**config.mk**
```make
export PLATFORM = sky130hd
export DESIGN_NAME = dtack_wait_state_generator
export DESIGN_NICKNAME = d
export VERILOG_FILES = /design/src/rtl/dtack_wait_state_generator.sv
export SDC_FILE = /design/constraint.sdc
export NUM_CORES = 1
export LEC_CHECK = 0
export CAP_MARGIN = 25
export CORE_MARGIN = 1
export CORE_UTILIZATION = 50
export CTS_CLUSTER_DIAMETER = 200
export DETAILED_ROUTE_END_ITERATION = 6
export PLACE_DENSITY = 0.79
export SYNTH_ARGS = -nofsm -noshare
export SYNTH_HDL_FRONTEND = slang
export SYNTH_SLANG_ARGS = --single-unit
export TNS_END_PERCENT = 1
```
**constraint.sdc**
```tcl
create_clock -name Clk -period 2.7 [get_ports Clk]
set_input_delay 0.405 -clock Clk [delete_from_list [all_inputs] [get_ports Clk]]
set_output_delay 0.405 -clock Clk [all_outputs]
set_load 0.01 [all_outputs]
```
**src/rtl/dtack_wait_state_generator.sv**
```systemverilog
// rtl/dtack_wait_state_generator.sv - 68k DTACK wait-state generator with bus-error timeout
module dtack_wait_state_generator #(
    parameter int ROM_WAIT = 1,
    parameter int RAM_WAIT = 1,
    parameter int IO_WAIT  = 2,
    parameter int GFX_WAIT = 3,
    parameter int TIMEOUT  = 255,
    parameter int CNT_W    = 8
) (
    input  logic Clk,
    input  logic Reset_H,
    input  logic AS_L,
    input  logic UDS_L,
    input  logic LDS_L,
    input  logic OnChipRomSelect_H,
    input  logic OnChipRamSelect_H,
    input  logic DramSelect_H,
    input  logic IOSelect_H,
    input  logic GraphicsCS_L,
    input  logic VoiceControl_H,
    input  logic wrencursor,
    input  logic CanBusSelect_H,
    input  logic DramDtack_L,
    input  logic CanBusDtack_L,
    output logic DtAck_L,
    output logic BusError_L,
    output logic Busy_H
);

    typedef enum logic [2:0] {IDLE, COUNT, EXTWAIT, ACK, BERR} state_t;

    localparam logic [CNT_W-1:0] ROM_C     = CNT_W'(ROM_WAIT);
    localparam logic [CNT_W-1:0] RAM_C     = CNT_W'(RAM_WAIT);
    localparam logic [CNT_W-1:0] IO_C      = CNT_W'(IO_WAIT);
    localparam logic [CNT_W-1:0] GFX_C     = CNT_W'(GFX_WAIT);
    localparam logic [CNT_W-1:0] TIMEOUT_C = CNT_W'(TIMEOUT);
    localparam logic [CNT_W-1:0] ONE_C     = CNT_W'(1);

    state_t           state, nextState;
    logic [CNT_W-1:0] waitCnt, waitCntNext;
    logic [CNT_W-1:0] toCnt, toCntNext, toCntInc;
    logic             extIsCan, extIsCanNext;
    logic             extAckSeen, extAckSeenNext;
    logic             startCycle, gfxSelect, extDtackLow, timeoutHit;
    logic             timedSel, extSel, canSel;
    logic [CNT_W-1:0] selWait;

    assign startCycle  = ~AS_L & (~UDS_L | ~LDS_L);
    assign gfxSelect   = GraphicsCS_L | VoiceControl_H | wrencursor;
    assign extDtackLow = extIsCan ? ~CanBusDtack_L : ~DramDtack_L;
    assign toCntInc    = (&toCnt) ? toCnt : toCnt + ONE_C;
    assign timeoutHit  = (toCntInc >= TIMEOUT_C);

    // Device priority encoder; a zero selWait with timedSel low means "unclaimed"
    always_comb begin
        selWait  = '0;
        timedSel = 1'b1;
        extSel   = 1'b0;
        canSel   = 1'b0;
        if (OnChipRomSelect_H)      selWait = ROM_C;
        else if (OnChipRamSelect_H) selWait = RAM_C;
        else if (DramSelect_H) begin
            timedSel = 1'b0;
            extSel   = 1'b1;
        end
        else if (IOSelect_H)        selWait = IO_C;
        else if (gfxSelect)         selWait = GFX_C;
        else if (CanBusSelect_H) begin
            timedSel = 1'b0;
            extSel   = 1'b1;
            canSel   = 1'b1;
        end
        else                        timedSel = 1'b0;
    end

    always_comb begin
        nextState      = state;
        waitCntNext    = waitCnt;
        toCntNext      = toCnt;
        extIsCanNext   = extIsCan;
        extAckSeenNext = extAckSeen;
        case (state)
            IDLE: begin
                if (startCycle) begin
                    toCntNext      = '0;
                    waitCntNext    = selWait;
                    extIsCanNext   = canSel;
                    extAckSeenNext = 1'b0;
                    if (extSel)                        nextState = EXTWAIT;
                    else if (timedSel && selWait == '0) nextState = ACK;
                    else                               nextState = COUNT;
                end
            end
            // waitCnt of zero here means an unclaimed cycle: only the timeout ends it
            COUNT: begin
                if (AS_L)                 nextState = IDLE;
                else if (waitCnt == ONE_C) nextState = ACK;
                else if (timeoutHit)      nextState = BERR;
                else begin
                    if (waitCnt > ONE_C) waitCntNext = waitCnt - ONE_C;
                    toCntNext = toCntInc;
                end
            end
            // A sampled device ack is registered for one edge and then beats the timeout
            EXTWAIT: begin
                if (AS_L)            nextState = IDLE;
                else if (extAckSeen) nextState = ACK;
                else if (extDtackLow) begin
                    extAckSeenNext = 1'b1;
                    toCntNext      = toCntInc;
                end
                else if (timeoutHit) nextState = BERR;
                else                 toCntNext = toCntInc;
            end
            ACK, BERR: begin
                if (AS_L) nextState = IDLE;
            end
            default: nextState = IDLE;
        endcase
    end

    always_ff @(posedge Clk) begin
        if (Reset_H) begin
            state      <= IDLE;
            waitCnt    <= '0;
            toCnt      <= '0;
            extIsCan   <= 1'b0;
            extAckSeen <= 1'b0;
            DtAck_L    <= 1'b1;
            BusError_L <= 1'b1;
            Busy_H     <= 1'b0;
        end else begin
            state      <= nextState;
            waitCnt    <= waitCntNext;
            toCnt      <= toCntNext;
            extIsCan   <= extIsCanNext;
            extAckSeen <= extAckSeenNext;
            DtAck_L    <= (nextState != ACK);
            BusError_L <= (nextState != BERR);
            Busy_H     <= (nextState != IDLE);
        end
    end

endmodule

```
==> flow_metrics.tcl <==
set metrics [dict create \
    status "finished, final reports clean" \
    ys_types 55 \
    dp.cells 254 \
    rows 20 \
    cts_tree "built" \
    clock.fmax_mhz 410 \
    rsz0062_at_grt "no" \
    clkSinkCount 24 \
    ys_seq_elements 24 \
    cts_max_path_buffers 2 \
    die-area_mm2 0.00338 \
    ctsHtreeMaxLevel 1 \
    port_buffers 17 \
    overflow 0 \
    fin_cells 258 \
    yosys-top-cells-area "dfxtp_1, nor2_1, a21oi_1, nor3_1, nand3_1" \
    fp.dieH_um 58.2 \
    grt_max_degree 14 \
    drcViolationCount 0 \
    synth_largest_area_cell "dfxtp_1" \
    fin_skew_ns 0.00350 \
    min_period_ns 2.44 \
    num_io_pins 18 \
    total_power_mw 1.01 \
    numCtsBuffers 3 \
    synth_most_common_cell "nor2_1" \
    gp_congestion 0.894 \
    cap_violations 0 \
    finalSetupTns_ns 0 \
    setup_viol 0 \
    required_ns 2.91 \
    cts_root_buffer "clkbuf_4" \
    routed_wl_um 3590 \
    nNetsFinal 233 \
    drt-vias-per-instance 6.12 \
    p_leak_nw 0.642 \
    dr.pass1.iters 4 \
    clock_latency_ns 0.32 \
    synthesis.nets 216 \
    antenna_left 0 \
    yosysTopAreaCellShare 0.305 \
    track_usage 0.233 \
    crit_type "reg2reg" \
    area_growth_pct 15.9 \
    drt_iter0_markers 69 \
    crit_fanout 7 \
    ys_seq_area_frac 0.305 \
    coreArea_mm2 0.00303 \
    power.density_mw_per_mm2 554 \
    dp_hpwl_um 2780 \
    ir_drop_uv 281 \
    clkSlewWorstSetupHoldPaths_ns 0.13 \
    synth_area_mm2 0.00158 \
    die_w_um 58.2 \
    final_hold_viol_count 0 \
    synthArstFlopShare 0 \
    drive_above_1_share 0.107 \
    tightest_slew_ns 0.568 \
    worstPathArrival_ns 2.65 \
    avgSynthCellArea_um2 7.97 \
    relSlewSlack 0.618 \
    hold_path_class "reg2reg" \
    synth_ff_type "dfxtp_1" \
    yosys_warnings 0 \
    grt_first_pass_wirelength_um 6170 \
    slew_violations 0 \
    period_share 0.902 \
    synth_edf_count 0 \
    post_cts_buffers 0 \
    yosys-top-cells-count "nor2_1, dfxtp_1, a21oi_1" \
    critPathLaunchType "register" \
    route.detailed.wl_per_inst_um 13.9 \
    antenna_found_initial 0 \
    vias 1579 \
    initial_core_util 0.521 \
    cp-end-kind "register" \
    grt_pass1_vias 1452 \
    antennaDiodeCount 0 \
    regToRegSetupSlack_ns 0.26 \
    synthCells 198 \
    holdWs_ns 0.532 \
]
-- final cells by class --
type                    instances  area, um2
clock buffers                   4       36.3
repair buffers                 19        185
well taps                      44       55.1
fillers                       272       1200
inverters                       5       18.8
flip-flops and latches         24        480
multi-input cells             162       1050
-- layer usage --
metal	up-vias	GRT usage	wire length (um)
li1	779	-	-
met5	-	0	0
met4	0	0.109	75
met2	51	0.396	1770
met3	8	0.0379	210
met1	741	0.288	1540
-- sequential cells by signal (all words and copies together), names as in the netlist --
register,count
DtAck_L,1
Busy_H,1
extAckSeen,1
waitCnt,8
BusError_L,1
extIsCan,1
toCnt,8
state,3
-- cells in the final DEF (no fill, tap or decap), types with 3 or more instances in the layout --
cell,netlist,final
dfxtp_1,24,24
o21ai_0,7,7
ha_1,3,3
nor4_1,3,3
nor3_1,15,15
nand3_1,9,9
clkbuf_4,0,3
nand2b_1,5,5
nand2_1,5,5
nor2b_1,3,3
a21oi_1,20,20
clkdlybuf4s50_1,0,17
inv_1,5,5
xor2_1,4,4
o21a_1,4,4
a31oi_1,6,6
nor2_1,27,27
-- logic make-up after synthesis --
| logic type | Yosys count | share of synthesized area |
|---|---|---|
| flip-flops | 24 | 0.305 |
| multiplexers | 1 | 0.00714 |
| AO/OA/AOI/OAI | 64 | 0.297 |
| adder cells (fa/ha/maj) | 3 | 0.0238 |
| XOR/XNOR | 4 | 0.0222 |
| buffers and inverters | 12 | 0.0309 |
| AND/OR/NAND/NOR | 90 | 0.314 |
-- power by group --
group	leakage (nW)	total [mW]	internal, mW	switching, mW
registers	0.196	0.449	0.394	0.0552
clock network	0.0210	0.190	0.0825	0.108
logic	0.426	0.373	0.165	0.209
total	0.642	1.01	0.641	0.372
-- per-stage QoR --
step	utilization	setup slack, ns	area (um2)
after floorplan	-	0.578	1580
after global placement	0.590	0.408	1790
after detailed placement	0.590	0.222	1790
after CTS	0.602	0.215	1820
after global routing	0.604	0.0495	1830
final	0.604	0.264	1830
-- what timing repair did --
item,4_1_cts,5_1_grt
gates resized for setup,0,1
endpoints found under the setup margin,0,1
hold buffers,0,0
-- worst max-delay path: stages, from the launching register on --
cell and delay, ns:
dfxtp_1 0.50, ha_1 0.32, nand4_1 0.23, o21ai_1 0.29, nand3b_2 0.23, nor2_4 0.24, a41oi_1 0.17, or3_1 0.36
-- path summary, 6_finish.rpt --
path,from,to,cells after the start
worst min-delay path,extIsCan,extIsCan,2
worst min register to register,extIsCan,extIsCan,2
worst max register to register,toCnt[0],Busy_H,7
worst max-delay path,toCnt[0],Busy_H,7
(Power assumes the default switching activity.)
